File: src/rtl/id_ex_stage.sv
// ID/EX pipeline register for the 5-stage RV32I core, with load-use hazard detection and EX flush.
// Optional feature: define BUBBLE_CNT_EN to add the 32-bit BubbleCnt output counting inserted bubbles.
module id_ex_stage #(
   parameter int         DATA_W   = 32,
   parameter int         REG_AW   = 5,
   parameter logic [1:0] LOAD_SRC = 2'b01
) (
   input  logic              clk,
   input  logic              rst_n,
   input  logic [DATA_W-1:0] RD1D,
   input  logic [DATA_W-1:0] RD2D,
   input  logic [DATA_W-1:0] PCD,
   input  logic [DATA_W-1:0] PCPlus4D,
   input  logic [DATA_W-1:0] ImmExtD,
   input  logic [REG_AW-1:0] Rs1D,
   input  logic [REG_AW-1:0] Rs2D,
   input  logic [REG_AW-1:0] RdD,
   input  logic              RegWriteD,
   input  logic              MemWriteD,
   input  logic              JumpD,
   input  logic              BranchD,
   input  logic              ALUSrcD,
   input  logic [1:0]        ResultSrcD,
   input  logic [2:0]        ALUControlD,
   input  logic              ValidD,
   input  logic              FlushE,
   output logic [DATA_W-1:0] RD1E,
   output logic [DATA_W-1:0] RD2E,
   output logic [DATA_W-1:0] PCE,
   output logic [DATA_W-1:0] PCPlus4E,
   output logic [DATA_W-1:0] ImmExtE,
   output logic [REG_AW-1:0] Rs1E,
   output logic [REG_AW-1:0] Rs2E,
   output logic [REG_AW-1:0] RdE,
   output logic              RegWriteE,
   output logic              MemWriteE,
   output logic              JumpE,
   output logic              BranchE,
   output logic              ALUSrcE,
   output logic [1:0]        ResultSrcE,
   output logic [2:0]        ALUControlE,
   output logic              ValidE,
`ifdef BUBBLE_CNT_EN
   output logic [31:0]       BubbleCnt,
`endif
   output logic              StallD
);

   typedef struct packed {
      logic [DATA_W-1:0] rd1;
      logic [DATA_W-1:0] rd2;
      logic [DATA_W-1:0] pc;
      logic [DATA_W-1:0] pc_plus4;
      logic [DATA_W-1:0] imm_ext;
      logic [REG_AW-1:0] rs1;
      logic [REG_AW-1:0] rs2;
      logic [REG_AW-1:0] rd;
      logic              reg_write;
      logic              mem_write;
      logic              jump;
      logic              branch;
      logic              alu_src;
      logic [1:0]        result_src;
      logic [2:0]        alu_control;
      logic              valid;
   } e_stage_t;

   e_stage_t e_q, e_d;
   logic     load_use;
   logic     bubble;

   // Hazard state lives entirely in the EX copy: once the load moves on, RdE no longer matches.
   assign load_use = e_q.valid && e_q.reg_write && (e_q.result_src == LOAD_SRC)
                     && (e_q.rd != '0) && ValidD
                     && ((e_q.rd == Rs1D) || (e_q.rd == Rs2D));

   assign StallD = load_use && !FlushE;
   assign bubble = FlushE || load_use;

   always_comb begin
      // NOTE: default every field first so no path through this block can infer a latch.
      e_d = '0;
      if (!bubble) begin
         e_d.rd1         = RD1D;
         e_d.rd2         = RD2D;
         e_d.pc          = PCD;
         e_d.pc_plus4    = PCPlus4D;
         e_d.imm_ext     = ImmExtD;
         e_d.rs1         = Rs1D;
         e_d.rs2         = Rs2D;
         e_d.rd          = RdD;
         e_d.alu_src     = ALUSrcD;
         e_d.result_src  = ResultSrcD;
         e_d.alu_control = ALUControlD;
         e_d.valid       = ValidD;
         e_d.reg_write   = RegWriteD && ValidD;
         e_d.mem_write   = MemWriteD && ValidD;
         e_d.jump        = JumpD     && ValidD;
         e_d.branch      = BranchD   && ValidD;
      end
   end

   always_ff @(posedge clk or negedge rst_n) begin
      // NOTE: non-blocking so every register samples pre-edge values regardless of block order.
      if (!rst_n) e_q <= '0;
      else        e_q <= e_d;
   end

`ifdef BUBBLE_CNT_EN
   logic [31:0] bubble_cnt_q;

   always_ff @(posedge clk or negedge rst_n) begin
      if (!rst_n)      bubble_cnt_q <= '0;
      else if (bubble) bubble_cnt_q <= bubble_cnt_q + 32'd1;
   end

   assign BubbleCnt = bubble_cnt_q;
`endif

   assign RD1E        = e_q.rd1;
   assign RD2E        = e_q.rd2;
   assign PCE         = e_q.pc;
   assign PCPlus4E    = e_q.pc_plus4;
   assign ImmExtE     = e_q.imm_ext;
   assign Rs1E        = e_q.rs1;
   assign Rs2E        = e_q.rs2;
   assign RdE         = e_q.rd;
   assign RegWriteE   = e_q.reg_write;
   assign MemWriteE   = e_q.mem_write;
   assign JumpE       = e_q.jump;
   assign BranchE     = e_q.branch;
   assign ALUSrcE     = e_q.alu_src;
   assign ResultSrcE  = e_q.result_src;
   assign ALUControlE = e_q.alu_control;
   assign ValidE      = e_q.valid;

endmodule

File: config.mk
export PLATFORM = sky130hd
export DESIGN_NAME = id_ex_stage
export DESIGN_NICKNAME = d
export VERILOG_FILES = /design/src/rtl/id_ex_stage.sv
export SDC_FILE = /design/constraint.sdc
export NUM_CORES = 1
export LEC_CHECK = 0
export ABC_AREA = 1
export CAP_MARGIN = 20
export CORE_AREA = 2 2 147 149
export CTS_BUF_LIST = sky130_fd_sc_hd__clkbuf_4
export DETAILED_ROUTE_END_ITERATION = 8
export DIE_AREA = 0 0 149 151
export PLACE_DENSITY = 0.76
export SYNTH_ARGS = -nofsm -noshare
export SYNTH_HDL_FRONTEND = slang
export SYNTH_SLANG_ARGS = --single-unit
export TNS_END_PERCENT = 1
File: constraint.sdc
create_clock -name clk -period 2 [get_ports clk]
set_input_delay 0.2 -clock clk [delete_from_list [all_inputs] [get_ports clk]]
set_output_delay 0.2 -clock clk [all_outputs]
set_load 0.01 [all_outputs]
==> flow_metrics.env, run 1 <==
export IMPL_drc=0
export IMPL_unrepaired_setup_endpoints_after_global_routing="true"
export IMPL_met3_wirelength_microns=1710
export IMPL_synth_top_flop_cell="dfrtp_1"
export IMPL_synthesis_instances=627
export IMPL_rows=53
export IMPL_cp_common_cell="nor2_1"
export IMPL_floorplan_die_height_microns=151
export IMPL_worst_skew_pair_late_latency_ps=540
export IMPL_setup_violations_final=0
export IMPL_tritoncts="yes"
export IMPL_ioPinCount=376
export IMPL_grt_pass1_wl_microns=26500
export IMPL_place_area_sq_um=10600
export IMPL_synth_warnings=0
export IMPL_layout_drive_gt1_share=0.0552
export IMPL_critical_path_peak_fanout=6
export IMPL_p_leak_nw=5.55
export IMPL_largest_net_degree_at_the_start_of_global_routing=63
export IMPL_placement_io_buffers=375
export IMPL_die_area_sq_um=22500
export IMPL_seq_power_share=0.546
export IMPL_cts_max_level=4
export IMPL_timing_critical_path_required_ps=1800
export IMPL_finalWorstPathRequiredPeriod_ps=1890
export IMPL_switching_power_w=0.00195
export IMPL_synth_area_leaders="dfrtp_1, nor2_1, inv_1"
export IMPL_top_layer="met4"
export IMPL_yosys_cell_types_count=13
export IMPL_mappedNetlistArea_sq_um=6400
export IMPL_cell_by_cell_trace_of_the_critical_path="nor2_1 > nor2_1 > nor2_1 > nand3_1 > nand2_1 > nand2_1 > nor2_1 > buf_2"
export IMPL_min_period_over_period=0.945
export IMPL_die_w_microns=149
export IMPL_syn_to_final_growth_pct=70.0
export IMPL_timing_final_max_slew_violations=0
export IMPL_worst_hold_margin_ps=144
export IMPL_synth_top_cell_area_share=0.728
export IMPL_nFillCells=1827
export IMPL_tightest_slew_ps=545
export IMPL_vias_per_cell=3.88
export IMPL_run_status="complete, no violations"
export IMPL_detailed_routing_iterations_pass_1=4
export IMPL_route_layer_met1_wl_microns=6310
export IMPL_route_antenna_remaining_nets=0
export IMPL_data_arrival_at_the_endpoint_of_the_critical_path_ps=1690
export IMPL_grtUsageTotal=0.154
export IMPL_cellPowerDensity_nw_per_um2=674
export IMPL_finalNetCount=1209
export IMPL_min_delay_path_class="primary input to register"
export IMPL_critical_path_slowest_cell="dfrtp_1"
export IMPL_clk_path_buf_depth=2
export IMPL_yosysMostFrequentCell="nor2_1"
export IMPL_timing_max_cap_violations=0
export IMPL_path_class="register to output pin"
export IMPL_clockPowerShare=0.282
export IMPL_met2WireLength_microns=9060
export IMPL_switching_share=0.267
export IMPL_combinational_share_of_power=0.171
export IMPL_place_hpwl_microns=13700
export IMPL_cts_reportedPaths_clkPinSlew_ps=170
export IMPL_drt_first_iter_violations=159
export IMPL_first_global_vias=5243
export IMPL_p_int_w=0.00538
export IMPL_postSynthAreaPerCell_sq_um=10.2
export IMPL_power_ir_vdd_worst_mv=0.390
export IMPL_fmax_ghz=0.529
export IMPL_postSynth_asyncResetShare=1.00
export IMPL_start_util=0.307
export IMPL_detail_route_wirelength_microns=17500
export IMPL_postSynthNetCount=816
export IMPL_netlist_top_cells_count="nor2_1, inv_1, dfrtp_1"
export IMPL_timing_max_slew_rel_slack=0.637
export IMPL_yosys_area_top_type="dfrtp_1"
export IMPL_antenna_found_initial=1
export IMPL_avgRoutedWirePerCell_microns=13.4
export IMPL_final_area_sq_um=10900
export IMPL_synth_edff_count=0
export IMPL_synth_yosys_seq_area_share=0.728
export IMPL_cts_buffers=17
export IMPL_place_gp_congestion=0.842
export IMPL_worst_setup_path_start_kind="register"
export IMPL_placeableCoreArea_sq_um=20800
export IMPL_detailroute_via_count=5083
export IMPL_critPathCaptureType="output pin"
export IMPL_finalWorstSetupSlack_ps=109
export IMPL_crit_path_max_incr_delay_ps=460
export IMPL_synth_seq_cells=186
export IMPL_clockRootBuffer="clkbuf_4"
export IMPL_grt_overflow=0
export IMPL_numClockSinks=186
export IMPL_hold_violations=0
export IMPL_worst_clock_skew_ps=12.9
export IMPL_dp_slack_ps=-7.68
[power groups by stage]
stage | registers (W) | logic (W) | clock network [W]
after floorplan | 0.00418 | 0.000232 | 0
after global placement | 0.00407 | 0.00126 | 0
after detailed placement | 0.00408 | 0.00127 | 0
after CTS | 0.00401 | 0.00128 | 0.00216
after global routing | 0.00402 | 0.00137 | 0.00234
final | 0.00400 | 0.00126 | 0.00207
[routing by layer]
metal / GRT usage / vias up
met4: 0.0600 / 0
li1: - / 2486
met3: 0.0654 / 25
met5: 0 / -
met1: 0.161 / 2357
met2: 0.275 / 215
[path summary, 6_finish.rpt]
path | from | end | slack (ps) | cells past startpoint
hold reg to reg | ResultSrcE[0] | PCPlus4E[9] | 1140 | 7
min in group asynchronous | rst_n | PCE[23] | 180 | 2
setup / recovery | RdE[0] | StallD | 110 | 8
max in group asynchronous | rst_n | RdE[3] | 1190 | 3
setup reg to reg | RdE[0] | PCE[8] | 350 | 10
hold / removal | PCPlus4D[9] | PCPlus4E[9] | 140 | 3
[state kept, by name, indices dropped and copies added (netlist names), 2 cells and up]
name	cells
ALUControlE	3
ImmExtE	32
PCE	32
PCPlus4E	32
RD1E	32
RD2E	32
RdE	5
ResultSrcE	2
Rs1E	5
Rs2E	5
[what timing repair did]
action,CTS,global route
endpoints found under the setup margin,1,1
hold buffers,1,0
resized for setup,4,3
endpoints found under the hold margin,72,0
buffers inserted,0,0
pin swaps,0,1
[kinds of logic after synthesis]
group / count (synthesis) / synth area share
buffers and inverters: 209 / 0.133
DFF: 186 / 0.728
xor gates and xnor gates: 2 / 0.00274
AOI/OAI and AO/OA: 1 / 0.000782
and+or+nand+nor: 229 / 0.136
[cell type report]
| cell class | instances | area, sq um | area share |
|---|---|---|---|
| Multi-Input combinational cell | 232 | 903 | 0.0831 |
| Antenna cell | 1 | 2.50 | 0.000230 |
| Timing Repair Buffer | 394 | 3970 | 0.365 |
| Sequential cell | 186 | 4660 | 0.428 |
| Inverter | 189 | 709 | 0.0652 |
| Clock buffer | 17 | 128 | 0.0117 |
| Clock inverter | 15 | 158 | 0.0145 |
| Tap cell | 275 | 344 | 0.0316 |
[worst max-delay path: cells and delay by family, from the launching register on]
family        cells  cell delay (ps)
buf+inv           1              140
flops             1              460
simple gates      7              550
[per-stage QoR]
stage | total power (W) | cells | setup TNS (ps) | util
finish | 0.00733 | 1309 | 0 | 0.522
detailed placement | 0.00535 | 1275 | -7.68 | 0.508
global placement | 0.00533 | 1275 | 0 | 0.508
floorplan | 0.00441 | 627 | 0 | -
CTS | 0.00745 | 1308 | 0 | 0.522
global route | 0.00774 | 1309 | -90.7 | 0.522
[cells in the final DEF (no fill, tap or decap), drive strengths merged]
cell           instances
nor3                   1
diode                  1
nand2                 30
buf                   19
clkdlybuf4s50        373
nor2                 195
inv                  197
xnor2                  2
clkinv                 2
clkbuf                18
dlygate4sd3            1
nand3                  3
bufinv                 1
dfrtp                186
a21oi                  1
clkinvlp               4
Note: power is estimated with default switching activity, not from simulation.
==> run 2, diff against run 1 <==
--- a/config.mk
+++ b/config.mk
@@ -7,11 +7,14 @@
 export LEC_CHECK = 0
 export ABC_AREA = 1
 export CAP_MARGIN = 20
-export CORE_AREA = 2 2 147 149
+export CELL_PAD_IN_SITES_DETAIL_PLACEMENT = 1
+export CELL_PAD_IN_SITES_GLOBAL_PLACEMENT = 1
+export CORE_ASPECT_RATIO = 0.7
+export CORE_MARGIN = 2
+export CORE_UTILIZATION = 30
 export CTS_BUF_LIST = sky130_fd_sc_hd__clkbuf_4
 export DETAILED_ROUTE_END_ITERATION = 8
-export DIE_AREA = 0 0 149 151
-export PLACE_DENSITY = 0.76
+export PLACE_DENSITY = 0.95
 export SYNTH_ARGS = -nofsm -noshare
 export SYNTH_HDL_FRONTEND = slang
 export SYNTH_SLANG_ARGS = --single-unit
==> run 2 against run 1 <==
- largest power group unchanged
- cell area hardly changed
- die area rose by 0.13%
- flip-flop and latch count unchanged
- highest routed layer unchanged
- routed wire length is 28% higher
- critical path type unchanged
==> flow_metrics.env, run 2 (same netlist as run 1, synthesis figures left out) <==
export IMPL_cts_buffers=17
export IMPL_first_global_vias=6004
export IMPL_die_area_sq_um=22500
export IMPL_min_period_over_period=0.992
export IMPL_timing_max_cap_violations=0
export IMPL_place_detailed_instances=1270
export IMPL_detailed_routing_iterations_pass_1=4
export IMPL_drc=0
export IMPL_timing_critical_path_required_ps=1800
export IMPL_clk_path_buf_depth=2
export IMPL_finalWorstPathRequiredPeriod_ps=1980
export IMPL_clockRootBuffer="clkbuf_4"
export IMPL_path_class="register to output pin"
export IMPL_start_util=0.307
export IMPL_antenna_found_initial=2
export IMPL_route_antenna_remaining_nets=0
export IMPL_fmax_ghz=0.504
export IMPL_tightest_slew_ps=385
export IMPL_mostFrequentLayoutCell="clkdlybuf4s50_1"
export IMPL_worst_clock_skew_ps=19.3
export IMPL_data_arrival_at_the_endpoint_of_the_critical_path_ps=1780
export IMPL_grt_overflow=0
export IMPL_rows=44
export IMPL_reg2reg_to="PCE[19]"
export IMPL_detail_route_wirelength_microns=22300
export IMPL_cp_common_cell="nand2_2"
export IMPL_setup_violations_final=0
export IMPL_floorplan_die_height_microns=126
export IMPL_timing_final_max_slew_violations=0
export IMPL_reg2regPathDepth=10
export IMPL_final_core_utilization=0.522
export IMPL_stdcell_count=1309
export IMPL_critical_path_slowest_cell="dfrtp_2"
export IMPL_worst_skew_pair_late_latency_ps=540
export IMPL_grtUsageTotal=0.199
export IMPL_timing_reg2reg_setup_slack_ps=70
export IMPL_layout_drive_gt1_share=0.0640
export IMPL_worst_setup_path_start_kind="register"
export IMPL_fin_setup_tns_ps=0
export IMPL_nFillCells=2320
export IMPL_place_gp_congestion=0.831
export IMPL_run_status="complete, no violations"
export IMPL_tritoncts="yes"
export IMPL_die_w_microns=179
export IMPL_regArea_sq_um=4660
export IMPL_path_delay_family="flip-flops"
export IMPL_detailroute_via_count=5330
export IMPL_reg2reg_from="RdE[3]"
export IMPL_min_delay_path_class="primary input to async pin"
export IMPL_crit_path_max_incr_delay_ps=460
export IMPL_critical_path_cell_count=7
export IMPL_dp_slack_ps=-55.2
export IMPL_hold_violations=0
export IMPL_p_leak_nw=5.55
export IMPL_numClockSinks=186
export IMPL_area_of_the_multi_input_gates_sq_um=931
export IMPL_unrepaired_setup_endpoints_after_global_routing="true"
export IMPL_design_power_total_w=0.00725
export IMPL_ioPinCount=376
export IMPL_finalWorstSetupSlack_ps=15.8
export IMPL_cell_by_cell_trace_of_the_critical_path="buf_4 > xnor2_1 > nand3_1 > nand2_2 > nand2_2 > nor2_1 > buf_2"
export IMPL_placement_io_buffers=375
export IMPL_syn_to_final_growth_pct=69.9
export IMPL_vias_per_cell=4.07
export IMPL_number_of_buffers_and_inverters_on_the_critical_path=2
export IMPL_avgRoutedWirePerCell_microns=17.1
export IMPL_timing_max_slew_rel_slack=0.743
export IMPL_power_ir_vdd_worst_mv=0.382
export IMPL_critPathCaptureType="output pin"
export IMPL_largest_net_degree_at_the_start_of_global_routing=66
export IMPL_cts_reportedPaths_clkPinSlew_ps=160
export IMPL_drt_first_iter_violations=192
export IMPL_finalNetCount=1208
export IMPL_cellPowerDensity_nw_per_um2=667
export IMPL_final_cell_mix="clkdlybuf4s50_1, nor2_1, inv_1"
export IMPL_place_hpwl_microns=17800
export IMPL_critical_path_peak_fanout=4
export IMPL_critical_path_startpoint="RdE[3]"
export IMPL_grt_pass1_wl_microns=33300
export IMPL_placeableCoreArea_sq_um=20800
export IMPL_cts_max_level=4
## run 2: cell types whose count changed in the layout (fill, tap and decap cells not counted), sizes merged
cell,before,now
buf,19,18
bufinv,1,0
clkbuf,18,20
clkinv,2,6
clkinvlp,4,3
inv,197,193
## run 2: area by class of cell
type / count / area share
Sequential cell: 186 / 0.428
Timing Repair Buffer: 393 / 0.365
Antenna cell: 1 / 0.000230
Clock buffer: 19 / 0.0131
Clock inverter: 13 / 0.0108
Inverter: 189 / 0.0653
Tap cell: 276 / 0.0318
Multi-Input combinational cell: 232 / 0.0856
## run 2: repair_timing
item	in CTS	in global routing
resized for setup	6	10
pin swaps	4	3
endpoints found under the setup margin	1	139
buffers inserted	4	1
hold buffers	1	0
hold endpoints to repair	186	0
## run 2: power breakdown
part / internal (W) / leakage (nW) / switching (W)
clock: 0.000560 / 0.138 / 0.00138
combinational: 0.000756 / 3.01 / 0.000541
sequential: 0.00395 / 2.40 / 0.0000701
## run 2: metrics by stage
step	hold WS [ps]	instance area, sq um
3_3_place_gp	158	10500
4_1_cts	68.2	10800
2_1_floorplan	-95.6	6400
6_report	128	10900
3_5_place_dp	160	10500
5_1_grt	64.0	10900
## run 2: worst max path at each step
| stage | end | slack [ps] |
|---|---|---|
| finish | StallD | 20 |
| global route | StallD | -140 |
| floorplan | RD1E[0] | 600 |
| global placement | StallD | -6 |
| CTS | StallD | -10 |
| detailed placement | StallD | -60 |
## run 2: per-layer routing
| metal | part of all wire | GRT usage | wire length [microns] |
|---|---|---|---|
| met1 | 0.35 | 0.198 | 7850 |
| met2 | 0.54 | 0.380 | 12100 |
| met3 | 0.080 | 0.0704 | 1790 |
| met4 | 0.028 | 0.0670 | 616 |
| met5 | 0 | 0 | 0 |
